### src/rtl/mips_isa_pkg.sv
// Shared MIPS ISA definitions for the instruction encoder and decoder:
// op-select enum, opcode/funct constants and instruction field positions.
package mips_isa_pkg;

  typedef enum logic [2:0] {
    OP_ADD  = 3'd0,
    OP_SUB  = 3'd1,
    OP_AND  = 3'd2,
    OP_OR   = 3'd3,
    OP_SLT  = 3'd4,
    OP_LW   = 3'd5,
    OP_SW   = 3'd6,
    OP_RSVD = 3'd7
  } op_e;

  localparam logic [5:0] OPC_RTYPE = 6'h00;
  localparam logic [5:0] OPC_LW    = 6'h23;
  localparam logic [5:0] OPC_SW    = 6'h2b;

  localparam logic [5:0] F_ADD = 6'h20;
  localparam logic [5:0] F_SUB = 6'h22;
  localparam logic [5:0] F_AND = 6'h24;
  localparam logic [5:0] F_OR  = 6'h25;
  localparam logic [5:0] F_SLT = 6'h2a;

  // Least-significant bit of each instruction field
  localparam int OPC_LSB   = 26;
  localparam int RS_LSB    = 21;
  localparam int RT_LSB    = 16;
  localparam int RD_LSB    = 11;
  localparam int SHAMT_LSB = 6;
  localparam int FUNCT_LSB = 0;
  localparam int IMM_LSB   = 0;

endpackage

### src/rtl/mips_enc_fifo.sv
// Circular FIFO holding encoded words with their sequence numbers.
// The head entry is presented directly from storage and forced to zero when empty.
module mips_enc_fifo #(
  parameter int DEPTH = 16,
  parameter int WIDTH = 40
) (
  input  logic                     clk,
  input  logic                     rst_n,
  input  logic                     clr,
  input  logic                     push,
  input  logic [WIDTH-1:0]         push_data,
  input  logic                     pop,
  output logic                     full,
  output logic [$clog2(DEPTH):0]   count,
  output logic                     head_valid,
  output logic [WIDTH-1:0]         head_data
);

  localparam int AW = $clog2(DEPTH);

  logic [WIDTH-1:0] mem [DEPTH];
  logic [AW-1:0]    wptr;
  logic [AW-1:0]    rptr;
  logic             wr_en;
  logic             rd_en;

  assign full       = (count == (AW+1)'(DEPTH));
  assign head_valid = (count != '0);
  assign wr_en      = push && !full && !clr;
  assign rd_en      = pop && head_valid && !clr;
  assign head_data  = head_valid ? mem[rptr] : '0;

  // Payload storage; contents are don't-care until written, so no reset
  always_ff @(posedge clk) begin
    if (wr_en) mem[wptr] <= push_data;
  end

  // Pointer and occupancy bookkeeping; clr outranks push and pop
  always_ff @(posedge clk or negedge rst_n) begin
    if (!rst_n) begin
      wptr  <= '0;
      rptr  <= '0;
      count <= '0;
    end else if (clr) begin
      wptr  <= '0;
      rptr  <= '0;
      count <= '0;
    end else begin
      if (wr_en) wptr <= wptr + 1'b1;
      if (rd_en) rptr <= rptr + 1'b1;
      count <= count + {{AW{1'b0}}, wr_en} - {{AW{1'b0}}, rd_en};
    end
  end

endmodule

### src/rtl/mips_inst_encoder.sv
// Assembles 32-bit MIPS words from field-level requests, tags each with a
// sequence number and queues them for the instruction-memory side.
module mips_inst_encoder
  import mips_isa_pkg::*;
#(
  parameter int DEPTH = 16,
  parameter int SEQ_W = 8
) (
  input  logic                     clk,
  input  logic                     rst_n,
  input  logic                     clr,
  input  logic                     in_valid,
  output logic                     in_ready,
  input  logic [2:0]               in_op,
  input  logic [4:0]               in_rs,
  input  logic [4:0]               in_rt,
  input  logic [4:0]               in_rd,
  input  logic [4:0]               in_shamt,
  input  logic [15:0]              in_imm,
  output logic                     out_valid,
  input  logic                     out_ready,
  output logic [31:0]              out_inst,
  output logic [SEQ_W-1:0]         out_seq,
  output logic [$clog2(DEPTH):0]   count,
  output logic                     illegal_op
);

  logic             full;
  logic             accept;
  logic             push;
  logic             pop;
  logic             is_rsvd;
  logic [SEQ_W-1:0] seq;
  logic [31:0]      enc_word;
  logic [5:0]       opcode;
  logic [5:0]       funct;
  logic             is_rtype;

  assign in_ready = !full && !clr;
  assign accept   = in_valid && in_ready;
  assign is_rsvd  = (op_e'(in_op) == OP_RSVD);
  assign push     = accept && !is_rsvd;
  assign pop      = out_valid && out_ready;

  // Opcode/funct selection for the requested operation
  always_comb begin
    opcode   = OPC_RTYPE;
    funct    = F_ADD;
    is_rtype = 1'b1;
    case (op_e'(in_op))
      OP_ADD:  funct = F_ADD;
      OP_SUB:  funct = F_SUB;
      OP_AND:  funct = F_AND;
      OP_OR:   funct = F_OR;
      OP_SLT:  funct = F_SLT;
      OP_LW:   begin opcode = OPC_LW; is_rtype = 1'b0; end
      OP_SW:   begin opcode = OPC_SW; is_rtype = 1'b0; end
      default: funct = F_ADD;
    endcase
  end

  // Field packing; rd/shamt only contribute to R-type words
  always_comb begin
    enc_word = (32'(opcode) << OPC_LSB) | (32'(in_rs) << RS_LSB) | (32'(in_rt) << RT_LSB);
    if (is_rtype) begin
      enc_word = enc_word | (32'(in_rd) << RD_LSB) | (32'(in_shamt) << SHAMT_LSB)
               | (32'(funct) << FUNCT_LSB);
    end else begin
      enc_word = enc_word | (32'(in_imm) << IMM_LSB);
    end
  end

  // Sequence counter advances only on real writes; illegal_op is sticky until clr
  always_ff @(posedge clk or negedge rst_n) begin
    if (!rst_n) begin
      seq        <= '0;
      illegal_op <= 1'b0;
    end else if (clr) begin
      seq        <= '0;
      illegal_op <= 1'b0;
    end else begin
      if (push) seq <= seq + 1'b1;
      if (accept && is_rsvd) illegal_op <= 1'b1;
    end
  end

  mips_enc_fifo #(
    .DEPTH (DEPTH),
    .WIDTH (32 + SEQ_W)
  ) u_fifo (
    .clk        (clk),
    .rst_n      (rst_n),
    .clr        (clr),
    .push       (push),
    .push_data  ({seq, enc_word}),
    .pop        (pop),
    .full       (full),
    .count      (count),
    .head_valid (out_valid),
    .head_data  ({out_seq, out_inst})
  );

endmodule
### config.mk
export PLATFORM = sky130hd
export DESIGN_NAME = mips_inst_encoder
export DESIGN_NICKNAME = d
export VERILOG_FILES = /design/src/rtl/mips_isa_pkg.sv /design/src/rtl/mips_enc_fifo.sv /design/src/rtl/mips_inst_encoder.sv
export SDC_FILE = /design/constraint.sdc
export NUM_CORES = 1
export LEC_CHECK = 0
export CAP_MARGIN = 20
export CORE_UTILIZATION = 40
export DETAILED_ROUTE_END_ITERATION = 8
export HOLD_SLACK_MARGIN = 0.12
export PLACE_DENSITY_LB_ADDON = 0.05
export SLEW_MARGIN = 20
export SYNTH_ARGS = -nofsm -noshare
export SYNTH_HDL_FRONTEND = slang
export SYNTH_SLANG_ARGS = --single-unit
### constraint.sdc
create_clock -name clk -period 5.3 [get_ports clk]
set_clock_uncertainty 0.05 [all_clocks]
set_input_delay 1.06 -clock clk [delete_from_list [all_inputs] [get_ports clk]]
set_output_delay 1.06 -clock clk [all_outputs]
set_load 0.02 [all_outputs]
==> impl_metrics.json <==
{
  "tns_ps": 0,
  "cts_max_level": 2,
  "rr_endpoint": "u_fifo.mem[14][3]",
  "fp.dieW_um": 244.3,
  "dr.first_iter.drc_count": 860,
  "core_region_area_mm2": 0.05781,
  "crit_arrival_ps": 3830,
  "vias": 11840,
  "place.gp.congestion": 0.7151,
  "rsz0062_at_grt": "false",
  "ff2ff_setup_slack_ps": 1870,
  "synth-edff-count": 576,
  "synth.top_cell.area_share": 0.7365,
  "finalCritPeriodShare": 0.9313,
  "start_util": 0.4063,
  "hold_viol": 0,
  "die_h_um": 244.3,
  "worstHoldPathType": "register to register",
  "cp_max_fo": 32,
  "min_period_ps": 4936,
  "clk_path_buf_depth": 3,
  "final_cells": 2139,
  "grt_max_degree": 91,
  "maxCapViolations": 0,
  "seq_area_frac_synth": 0.7599,
  "insertion_delay_ps": 620,
  "cts_setup_buffers": 0,
  "drt-pass1-iter-count": 5,
  "antenna_left": 0,
  "io_pins": 92,
  "route.detailed.drc": 0,
  "die-area_mm2": 0.05969,
  "ys.flop_type": "edfxtp_1",
  "whs_endpoint": "illegal_op",
  "num_antenna_cells": 0,
  "vias_per_cell": 5.537,
  "place_ws_ps": 822.1,
  "track_usage": 0.1979,
  "cts_tree": "yes",
  "status": "completed",
  "total_power_mw": 12.49,
  "reg2reg_depth": 8,
  "final_nets": 1382,
  "hpwl_um": 32770,
  "async_flop_share": 0.03679,
  "drv_slew": 0,
  "placed_cells": 2027,
  "hold_path.startpoint": "illegal_op",
  "fin_hold_ws_ps": 538.6,
  "numCtsBuffers": 61,
  "syn_area_mm2": 0.02349,
  "drive_gt1_frac": 0.1754,
  "grt_pass1_wl_um": 85110,
  "cts_repair_resize_count": 0,
  "peakVddDrop_v": 0.0003318,
  "synth.ff_latch_count": 598,
  "cts_sinks": 598,
  "hold_depth": 2,
  "area_growth_pct": 16.44,
  "grt_use_met2": 0.3122,
  "avgSynthCellArea_um2": 19.67,
  "yosys-top-cells-area": "edfxtp_1, mux4_2, mux2i_1",
  "yosysUniqueCellTypes": 45,
  "antenna_found_initial": 1,
  "ys_warn_count": 0,
  "yosysTopAreaCell": "edfxtp_1",
  "grt_busiest_layer": "met2",
  "rows": 88,
  "cts_hold_buf": 0,
  "use_met1": 0.2884,
  "fin_area_mm2": 0.02735,
  "slew_headroom": 0.3572,
  "synth_cells": 1194,
  "grt_pass1_vias": 11950,
  "p_leak_nw": 8.729,
  "reg2reg_from": "u_fifo.count[2]",
  "overflow": 0,
  "required_ps": 4190,
  "routedWlPerCell_um": 27.38,
  "finalSetupViolations": 0,
  "final_core_util": 0.4731,
  "setup_ws_ps": 364.4,
  "portBuffers": 89,
  "power.density_mw_per_mm2": 456.6,
  "cts_root_buf": "clkbuf_16",
  "grtUsageMet3": 0.03194,
  "dpl_cell_area_mm2": 0.02552,
  "worstSetupPathType": "register to primary output",
  "totalWireLength_um": 58560,
  "clk_pin_slew_ps": 60,
  "max_freq_ghz": 0.2026,
  "end_kind": "primary output",
  "cp-start-kind": "register",
  "worstMarginPinSlew_ps": 960.6
}
## cell families after synthesis
| kind of cell | synth area share |
|---|---|
| muxes | 0.1374 |
| DFF | 0.7599 |
| other | 0.0001597 |
| and+or+nand+nor | 0.02914 |
| AOI/OAI and AO/OA | 0.04496 |
| buffers and inverters | 0.01854 |
| adders and majority gates | 0.007245 |
| xor gates and xnor gates | 0.002610 |
## cell usage after synthesis, types with 2 or more instances
cell / n
mux4_2: 72
o21ai_0: 8
o22ai_1: 2
nor2b_1: 9
buf_2: 30
a21oi_1: 10
mux2_2: 12
dfrtp_1: 22
inv_1: 20
nor3b_1: 2
nor4_1: 4
a221o_1: 30
ha_1: 12
buf_4: 4
buf_1: 3
edfxtp_1: 576
nand2b_1: 4
and2_1: 9
a221o_2: 6
nor2_1: 15
or3_1: 2
o31ai_1: 4
or4_1: 2
buf_6: 5
mux2i_1: 147
xor2_1: 6
nand4_1: 3
a22oi_1: 72
and3_1: 39
clkbuf_1: 30
nand3_1: 7
nand2_1: 14
## worst max-delay path, stage by stage, from the launching register on
cell,delay [ps]
dfrtp_4,730
nor2b_4,630
buf_4,540
a22oi_1,160
and3_1,230
a221o_2,330
clkdlybuf4s50_1,540
## flip-flops by register name, summed over array words and instances (netlist names)
name / count
u_fifo.mem: 576
seq: 8
u_fifo.count: 5
u_fifo.rptr: 4
u_fifo.wptr: 4
illegal_op: 1
## placed cells by master, fill, tap and decap left out, types with 3 or more instances in the layout
cell,netlist,final
mux2i_1,147,147
buf_4,4,45
nand3_1,7,7
nor2b_1,9,7
dfrtp_1,22,20
a221o_1,30,30
a21oi_1,10,10
o31ai_1,4,4
xor2_1,6,6
inv_1,20,20
nor2b_4,1,3
clkdlybuf4s50_1,0,89
clkbuf_1,30,22
nand2b_1,4,4
a22oi_1,72,72
o21ai_0,8,8
and3_1,39,39
mux4_2,72,72
buf_12,0,5
nand4_1,3,3
edfxtp_1,576,576
and2_2,0,9
clkinv_1,0,16
clkinv_2,0,7
nor4_2,0,4
a221o_2,6,6
nand2_1,14,14
nor2_1,15,10
ha_1,12,12
nor2_4,0,6
clkbuf_16,0,63
mux2_2,12,12
## per-layer routing
layer | part of all wire | vias to the layer above
li1 | - | 5154
met1 | 0.47 | 6376
met2 | 0.47 | 241
met3 | 0.039 | 72
met4 | 0.018 | 0
met5 | 0 | -
## where the power goes
group	switching, mW	internal [mW]	leakage (nW)	total, mW
Combinational	1.65	1.39	2.27	3.04
Clock	1.74	2.26	0.888	4.00
Sequential	0.140	5.30	5.57	5.44
Total	3.54	8.95	8.73	12.5
## worst max path at each step
| stage | startpoint | to | slack, ps |
|---|---|---|---|
| finish | u_fifo.rptr[0] | out_seq[7] | 360 |
| global route | u_fifo.rptr[0] | out_inst[31] | 170 |
| CTS | u_fifo.rptr[0] | out_seq[7] | 280 |
| detailed placement | in_op[0] | u_fifo.mem[15][9] | 820 |
| global placement | in_op[0] | u_fifo.mem[15][9] | 840 |
| floorplan | in_op[0] | u_fifo.mem[0][0] | -350 |
## layout make-up
class                           count  area (µm²)
Fill cell                        4909       30460
Sequential cell                   598       17850
Multi-Input combinational cell    505        5301
Clock buffer                       85        1659
Timing Repair Buffer              139        1329
Tap cell                          765       957.2
Clock inverter                     27       171.4
Inverter                           20       75.07
Note: power is estimated with default switching activity, not from simulation.
